<file path="src/rtl/fifo_counted.sv">
// fifo_counted: synchronous single-clock FIFO with occupancy count, programmable
// almost-full/almost-empty thresholds, selectable read mode and sticky error flags.
//
// Any DEPTH >= 2 is supported and every entry is usable; pointers wrap explicitly
// at DEPTH-1, so a non-power-of-two depth behaves exactly like a power-of-two one.
//
// Ports
//   CLOCK_50      in   system clock, rising edge
//   RST_N         in   synchronous active-low reset
//   data_in       in   write data
//   write         in   write request
//   read          in   read/pop request
//   clear_errors  in   clears overflow and underflow (a new error in the same cycle wins)
//   data_out      out  read data (registered, or first-word-fall-through if SHOW_AHEAD)
//   empty         out  count == 0
//   full          out  count == DEPTH
//   almost_empty  out  count <= ALMOST_EMPTY_LEVEL
//   almost_full   out  count >= ALMOST_FULL_LEVEL
//   count         out  current occupancy, 0..DEPTH
//   overflow      out  sticky: a write was rejected
//   underflow     out  sticky: a read was rejected
module fifo_counted #(
  parameter int unsigned DATA_WIDTH         = 32,
  parameter int unsigned DEPTH              = 16,
  parameter int          ALMOST_FULL_LEVEL  = int'(DEPTH) - 4,
  parameter int          ALMOST_EMPTY_LEVEL = 4,
  parameter bit          SHOW_AHEAD         = 1'b0
) (
  input  logic                         CLOCK_50,
  input  logic                         RST_N,
  input  logic [DATA_WIDTH-1:0]        data_in,
  input  logic                         write,
  input  logic                         read,
  input  logic                         clear_errors,
  output logic [DATA_WIDTH-1:0]        data_out,
  output logic                         empty,
  output logic                         full,
  output logic                         almost_empty,
  output logic                         almost_full,
  output logic [$clog2(DEPTH+1)-1:0]   count,
  output logic                         overflow,
  output logic                         underflow
);

  localparam int unsigned PTR_W = $clog2(DEPTH);
  localparam int unsigned CNT_W = $clog2(DEPTH + 1);

  logic [DATA_WIDTH-1:0] mem [DEPTH];

  logic [PTR_W-1:0] wr_ptr_q, wr_ptr_d;
  logic [PTR_W-1:0] rd_ptr_q, rd_ptr_d;
  logic [CNT_W-1:0] count_q, count_d;
  logic             overflow_q, overflow_d;
  logic             underflow_q, underflow_d;

  logic empty_int;
  logic full_int;
  logic rd_acc;
  logic wr_acc;

  // Explicit wrap keeps the pointer inside 0..DEPTH-1 for any depth.
  function automatic logic [PTR_W-1:0] ptr_inc(input logic [PTR_W-1:0] p);
    return (p == PTR_W'(DEPTH - 1)) ? '0 : p + PTR_W'(1);
  endfunction

  // Status is decoded from the count register only.
  always_comb begin
    empty_int    = (count_q == '0);
    full_int     = (count_q == CNT_W'(DEPTH));
    almost_full  = (int'(count_q) >= ALMOST_FULL_LEVEL);
    almost_empty = (int'(count_q) <= ALMOST_EMPTY_LEVEL);
  end

  // A write while full is only accepted when a read frees a slot on the same edge.
  // A read on empty is never accepted, even alongside a write.
  always_comb begin
    rd_acc = read && !empty_int;
    wr_acc = write && (!full_int || rd_acc);
  end

  always_comb begin
    wr_ptr_d    = wr_ptr_q;
    rd_ptr_d    = rd_ptr_q;
    count_d     = count_q;
    overflow_d  = overflow_q && !clear_errors;
    underflow_d = underflow_q && !clear_errors;

    if (wr_acc) begin
      wr_ptr_d = ptr_inc(wr_ptr_q);
    end
    if (rd_acc) begin
      rd_ptr_d = ptr_inc(rd_ptr_q);
    end

    unique case ({wr_acc, rd_acc})
      2'b10:   count_d = count_q + CNT_W'(1);
      2'b01:   count_d = count_q - CNT_W'(1);
      default: count_d = count_q;
    endcase

    // Set has priority over clear_errors.
    if (write && !wr_acc) begin
      overflow_d = 1'b1;
    end
    if (read && !rd_acc) begin
      underflow_d = 1'b1;
    end
  end

  always_ff @(posedge CLOCK_50) begin
    if (!RST_N) begin
      wr_ptr_q    <= '0;
      rd_ptr_q    <= '0;
      count_q     <= '0;
      overflow_q  <= 1'b0;
      underflow_q <= 1'b0;
    end else begin
      wr_ptr_q    <= wr_ptr_d;
      rd_ptr_q    <= rd_ptr_d;
      count_q     <= count_d;
      overflow_q  <= overflow_d;
      underflow_q <= underflow_d;
    end
  end

  // Storage is not reset; a write coinciding with reset is dropped.
  always_ff @(posedge CLOCK_50) begin
    if (RST_N && wr_acc) begin
      mem[wr_ptr_q] <= data_in;
    end
  end

  generate
    if (SHOW_AHEAD) begin : g_fwft
      // Head entry is visible as soon as it is stored; zero while empty.
      assign data_out = empty_int ? '0 : mem[rd_ptr_q];
    end else begin : g_registered
      logic [DATA_WIDTH-1:0] data_out_q;

      always_ff @(posedge CLOCK_50) begin
        if (!RST_N) begin
          data_out_q <= '0;
        end else if (rd_acc) begin
          data_out_q <= mem[rd_ptr_q];
        end
      end

      assign data_out = data_out_q;
    end
  endgenerate

  assign empty     = empty_int;
  assign full      = full_int;
  assign count     = count_q;
  assign overflow  = overflow_q;
  assign underflow = underflow_q;

  ptr_in_range_a : assert property (@(posedge CLOCK_50) disable iff (!RST_N)
    (32'(wr_ptr_q) < DEPTH) && (32'(rd_ptr_q) < DEPTH));

  count_in_range_a : assert property (@(posedge CLOCK_50) disable iff (!RST_N)
    32'(count_q) <= DEPTH);

endmodule

</file>
<file path="config.mk">
export PLATFORM = sky130hd
export DESIGN_NAME = fifo_counted
export DESIGN_NICKNAME = d
export VERILOG_FILES = /design/src/rtl/fifo_counted.sv
export SDC_FILE = /design/constraint.sdc
export NUM_CORES = 1
export LEC_CHECK = 0
export ABC_AREA = 1
export CAP_MARGIN = 10
export CORE_ASPECT_RATIO = 1.2
export CORE_MARGIN = 1.5
export CORE_UTILIZATION = 50
export DETAILED_ROUTE_END_ITERATION = 12
export HOLD_SLACK_MARGIN = 0.02
export PLACE_DENSITY = 0.7
export SKIP_LAST_GASP = 1
export SLEW_MARGIN = 0
export SYNTH_ARGS = -nofsm -noshare
export SYNTH_HDL_FRONTEND = slang
export SYNTH_SLANG_ARGS = --single-unit
</file>
<file path="constraint.sdc">
create_clock -name CLOCK_50 -period 2.95 [get_ports CLOCK_50]
set_input_delay 0.7375 -clock CLOCK_50 [delete_from_list [all_inputs] [get_ports CLOCK_50]]
set_output_delay 0.7375 -clock CLOCK_50 [all_outputs]
set_load 0.1 [all_outputs]
</file>
==> flow_summary.json, run 1 <==
{
  "status": "complete, no violations",
  "synth_fa_ha_area_share_pct": 0.503,
  "tns_ns": 0,
  "ctsResizeCount": 0,
  "syn2layout_area_growth_pct": 15.1,
  "routabilityCongestion": 0.812,
  "syn_nets": 2325,
  "postCtsSetupRepairBufs": 0,
  "powerDensity_nw_per_um2": 795,
  "drc_errors": 0,
  "antenna_left": 0,
  "grt_pass1_vias": 15700,
  "synthDominantCellAreaShare_pct": 64.4,
  "fin_ws_ns": 0.513,
  "crit_fanout": 6,
  "syn_avg_cell_area_um2": 10.5,
  "clkSlewWorstSetupHoldPaths_ns": 0.06,
  "post-route-period-util_pct": 82.6,
  "wirelength_mm": 55.3,
  "grt_start_max_net_pins": 130,
  "port-buffer-count": 79,
  "synth_top_family_by_area": "simple AND/OR/NAND/NOR gates",
  "max_freq_mhz": 410,
  "synthXorXnorAreaFrac_pct": 0.147,
  "numCtsBuffers": 54,
  "grt_setup_unrepaired": "false",
  "synth_compound_area_share_pct": 1.39,
  "wire_per_inst_um": 18.3,
  "fp.dieArea_um2": 49100,
  "ir_drop_v": 0.00111,
  "rows": 87,
  "h-tree-depth": 2,
  "synth_cell_type_count": 27,
  "die_h_um": 242,
  "grt_use_total_pct": 22.8,
  "insertion_delay_ns": 0.62,
  "worstPathArrival_ns": 1.70,
  "overflow": 0,
  "critical_path.endpoint_type": "primary output",
  "drive_gt1_share_pct": 11.2,
  "fillers": 3762,
  "ios": 80,
  "ys_ff_latch": 559,
  "fin_crit_ns": 2.44,
  "async_flop_share_pct": 0,
  "core_area_um2": 47000,
  "dpl_worst_slack_ns": 0.126,
  "synthMuxAreaShare_pct": 0,
  "leakage_nw": 11.3,
  "drv_cap": 0,
  "die_width_um": 202,
  "synth_top_area_cell": "edfxtp_1",
  "worstSetupPathType": "flip-flop to primary output",
  "yosysSeqAreaShare_pct": 68.3,
  "tightest_slew_ns": 0.978,
  "drt_iter0_markers": 1295,
  "antenna_found_initial": 1,
  "finalClockSkew_ns": 0.0177,
  "cts.sinks": 559,
  "cts-root-buf": "clkbuf_16",
  "cts_hold_buf": 0,
  "synth_ff_type": "edfxtp_1",
  "dr.pass1.iters": 6,
  "required_ns": 2.21,
  "hold_viol": 0,
  "hpwl_mm": 30.8,
  "synth_warnings": 0,
  "viasPerCell": 5.27,
  "setup_violations": 0,
  "max_slew_margin_pct": 34.8,
  "synth.area.top_cells": "edfxtp_1 64%, nand3_1 8.9%, nand2_1 8.6%",
  "cp-start-kind": "flip-flop",
  "num_vias": 15900,
  "synth_simple_gate_area_share_pct": 20.8,
  "syn_inst": 2279,
  "syn_area_um2": 23900,
  "cts_tree": "built",
  "reg2reg_slack_ns": 0.71,
  "grt_pass1_wl_mm": 86.9,
  "nets": 2400,
  "hold_path_class": "flip-flop to flip-flop",
  "slew_viol_final": 0,
  "initial_core_util_pct": 50.8,
  "clockBufferDepth": 3,
  "synth_edf_count": 512
}
-- metal layers --
metal / routed length, um / part of all wire (%) / track usage [%] / up-vias
met3: 3800 / 6.9 / 3.78 / 110
met4: 1380 / 2.5 / 7.39 / 0
met2: 27500 / 50 / 38.7 / 590
met5: 0 / 0 / 0 / -
li1: - / - / - / 7577
met1: 22600 / 41 / 29.9 / 7665
-- critical path, stage by stage, from the launching register on --
cell      delay (ns)
dfxtp_1         0.38
nor2_2          0.17
inv_1           0.06
a211oi_2        0.17
buf_4           0.31
-- layout by cell type, fill, tap and decap left out, types with 2 or more instances in the layout --
master           instances
or2_2                   64
inv_2                    2
dfxtp_2                  2
o211ai_1                32
nor2_4                  16
nand3_1                425
nor2_1                  80
clkbuf_8                 2
clkinv_2                 9
buf_4                   72
dfxtp_4                  2
edfxtp_1               512
inv_6                    2
buf_12                  27
inv_4                    2
o21ai_0                  8
xor2_1                   4
clkinv_1                15
clkdlybuf4s50_1         36
bufinv_16                8
nor3_1                   3
a21oi_1                  8
clkbuf_16               54
inv_1                  401
dfxtp_1                 43
ha_1                     8
nand2_1                544
clkbuf_1                 9
-- registers in the layout, indices dropped and copies added, names as in the netlist --
name	cells
underflow	1
mem	512
rd_ptr_q	4
overflow	1
count	5
data_out	32
wr_ptr_q	4
-- metrics by stage --
step           total power [mW]  area, um^2  cells  util [%]  hold WS, ns
6_report                   21.9       27500   3024      58.5        0.470
5_1_grt                    22.8       27500   3024      58.5        0.511
4_1_cts                    22.0       27500   3023      58.5        0.473
3_5_place_dp               14.9       25700   2921      54.6        0.456
3_3_place_gp               14.8       25700   2921      54.6        0.459
2_1_floorplan              13.5       24000   2279         -        0.507
-- power by group --
part           internal, mW  total, mW  switching [mW]
Sequential             8.92       9.11           0.193
Combinational          1.50       5.61            4.11
Clock                  4.14       7.14            3.00
-- cell families (layout without fill, tap and decap cells) --
logic type	Yosys count	in the layout
buffers and inverters	522	643
other	0	1
AND/OR/NAND/NOR	1135	1135
flip-flops	559	559
XOR/XNOR	4	4
AO/OA/AOI/OAI	50	50
adder cells (fa/ha/maj)	9	9
-- final cells by class --
type / instances / area, um^2 / share of cell area, %
flip-flops and latches: 559 / 16300 / 59.4
diodes: 1 / 2.50 / 0.00910
inverters: 406 / 1530 / 5.56
well taps: 623 / 779 / 2.84
clock inverters: 37 / 424 / 1.54
clock buffers: 65 / 1410 / 5.14
multi-input cells: 1198 / 5580 / 20.3
repair buffers: 135 / 1440 / 5.24
-- Yosys cell counts (2+ instances only) --
cell type	count
a21oi_1	8
buf_1	20
buf_2	48
buf_4	10
buf_6	6
clkbuf_1	26
clkbuf_2	6
dfxtp_1	47
edfxtp_1	512
ha_1	8
inv_1	403
inv_2	2
nand2_1	544
nand3_1	425
nor2_1	96
nor3_1	3
o211ai_1	32
o21ai_0	8
or2_2	64
xor2_1	4
-- worst paths after layout --
path	startpoint	endpoint	depth (start not counted)
worst max-delay path	count[0]	almost_empty	4
worst min-delay path	overflow	overflow	2
worst max register to register	count[2]	mem[0][2]	7
worst min register to register	overflow	overflow	2
No activity file was read; power rests on OpenSTA's default activity.
==> run 2: changes to the inputs <==
Settings changed: PLACE_DENSITY 0.7 to 0.67.
Clock period 2.95 ns to 2.3 ns, I/O delays scaled along.
==> run 2 against run 1 <==
Die area did not move; via count is 1.1% lower; core utilization rose by 0.70 points.
==> flow_summary.json, run 2 (same netlist as run 1, synthesis figures left out) <==
{
  "drt_iter0_markers": 1278,
  "top_register": "mem",
  "drc_errors": 0,
  "syn2layout_area_growth_pct": 16.5,
  "antenna_left": 0,
  "reg2reg_slack_ns": 0.22,
  "hold_path_class": "flip-flop to flip-flop",
  "leakage_nw": 11.4,
  "finalPower_mw": 27.8,
  "ir_drop_v": 0.00141,
  "cts-root-buf": "clkbuf_16",
  "clockBufferDepth": 3,
  "grt_setup_unrepaired": "false",
  "post-route-period-util_pct": 97.2,
  "critical_path.endpoint_type": "primary output",
  "h-tree-depth": 2,
  "hold_depth": 2,
  "die_h_um": 242,
  "p_seq_share_pct": 42.0,
  "grt_use_total_pct": 22.7,
  "comb_power_share_pct": 27.1,
  "largest_reg_flops": 512,
  "cts_tree": "built",
  "timing.rr.start": "count[3]",
  "worstPathArrival_ns": 1.66,
  "max_slew_margin_pct": 40.1,
  "die_width_um": 202,
  "slew_viol_final": 0,
  "layout_commonest_cell": "nand2_1",
  "drv_cap": 0,
  "num_vias": 15800,
  "powerDensity_nw_per_um2": 999,
  "final_cell_mix": "544 x nand2_1, 512 x edfxtp_1, 424 x nand3_1",
  "final-seq-area_um2": 16300,
  "antenna_found_initial": 1,
  "min_to": "underflow",
  "drive_gt1_share_pct": 12.2,
  "insertion_delay_ns": 0.59,
  "setup_violations": 0,
  "status": "complete, no violations",
  "fin_crit_ns": 2.23,
  "fp.dieArea_um2": 49100,
  "rows": 87,
  "p_switching_mw": 9.28,
  "dr.pass1.iters": 7,
  "grt_start_max_net_pins": 93,
  "swShare_pct": 33.4,
  "multi_input_area_um2": 5600,
  "hold_viol": 0,
  "routabilityCongestion": 0.781,
  "worstSetupPathType": "flip-flop to primary output",
  "cts.sinks": 559,
  "overflow": 0,
  "internal_power_mw": 18.5,
  "grt_pass1_wl_mm": 86.5,
  "nets": 2423,
  "tightest_slew_ns": 0.898,
  "r2r_end": "count[4]",
  "fillers": 3845,
  "ios": 80,
  "required_ns": 1.73,
  "hpwl_mm": 31.7,
  "numCtsBuffers": 54,
  "min_from": "underflow",
  "core_area_um2": 47000,
  "viasPerCell": 5.18,
  "wirelength_mm": 54.9,
  "cp-start-kind": "flip-flop",
  "max_freq_mhz": 447,
  "port-buffer-count": 79,
  "r2r_cells": 15,
  "grt_pass1_vias": 15600,
  "finalClockSkew_ns": 0.0241,
  "initial_core_util_pct": 50.8,
  "crit_fanout": 6,
  "wire_per_inst_um": 18.0,
  "clkSlewWorstSetupHoldPaths_ns": 0.06,
  "tns_ns": 0,
  "clkPwrFrac_pct": 30.9
}
[run 2: metrics by stage]
stage          hold WS [ns]  instance area [um^2]  utilization [%]  instances  worst slack, ns
3_5_place_dp          0.468                 26100             55.5       2944           -0.233
5_1_grt               0.492                 27800             59.2       3045          0.00116
2_1_floorplan         0.507                 24000                -       2279           0.0111
6_report              0.478                 27800             59.2       3045           0.0653
4_1_cts               0.481                 27800             59.1       3044           0.0460
3_3_place_gp          0.462                 26100             55.5       2944           -0.184
[run 2: layer usage]
metal,GRT usage (%),vias up,share of wire (%)
met5,0,-,0
met4,7.67,0,2.8
met3,2.53,100,5.7
met2,38.7,508,49
met1,30.2,7541,42
li1,-,7625,-
[run 2: critical path, cell delays in order (launching register included)]
cell and delay (ns):
dfxtp_4 0.37, nor2_4 0.13, inv_1 0.08, a211oi_4 0.29, buf_12 0.21
[run 2: final cells by class]
type / instances / area share (%)
multi-input cells: 1198 / 20.1
flip-flops and latches: 559 / 58.7
clock inverters: 24 / 0.769
inverters: 406 / 5.50
repair buffers: 158 / 6.66
well taps: 623 / 2.80
diodes: 1 / 0.00899
clock buffers: 76 / 5.41
[run 2: worst max-delay path by stage]
stage               slack, ns  depth (start not counted)      endpoint     start
floorplan                0.01                          6    mem[11][0]  count[2]
global placement        -0.18                          8     mem[0][5]      read
detailed placement      -0.23                          8     mem[0][5]      read
CTS                      0.05                          4  almost_empty  count[0]
global route            0.001                         15      count[4]  count[3]
finish                   0.07                          4  almost_empty  count[0]
[run 2: power groups by stage]
stage               Clock (mW)  Sequential, mW  Combinational, mW
floorplan                    0            13.4               3.94
global placement             0            11.9               7.43
detailed placement           0            11.9               7.53
CTS                       8.73            11.7               7.57
global route              9.08            11.7               8.17
finish                    8.60            11.7               7.52
[run 2: timing repair]
| item | 4_1_cts | 5_1_grt |
|---|---|---|
| resized for setup | 0 | 1 |
| hold buffers | 0 | 0 |
| buffers inserted | 0 | 0 |
| endpoints found under the setup margin | 0 | 2 |
==> run 3: changes to the inputs <==
Settings changed: CTS_CLUSTER_DIAMETER set to 200.
==> results of run 3 <==
Final layout, timing and power as in run 2 (identical DEF).
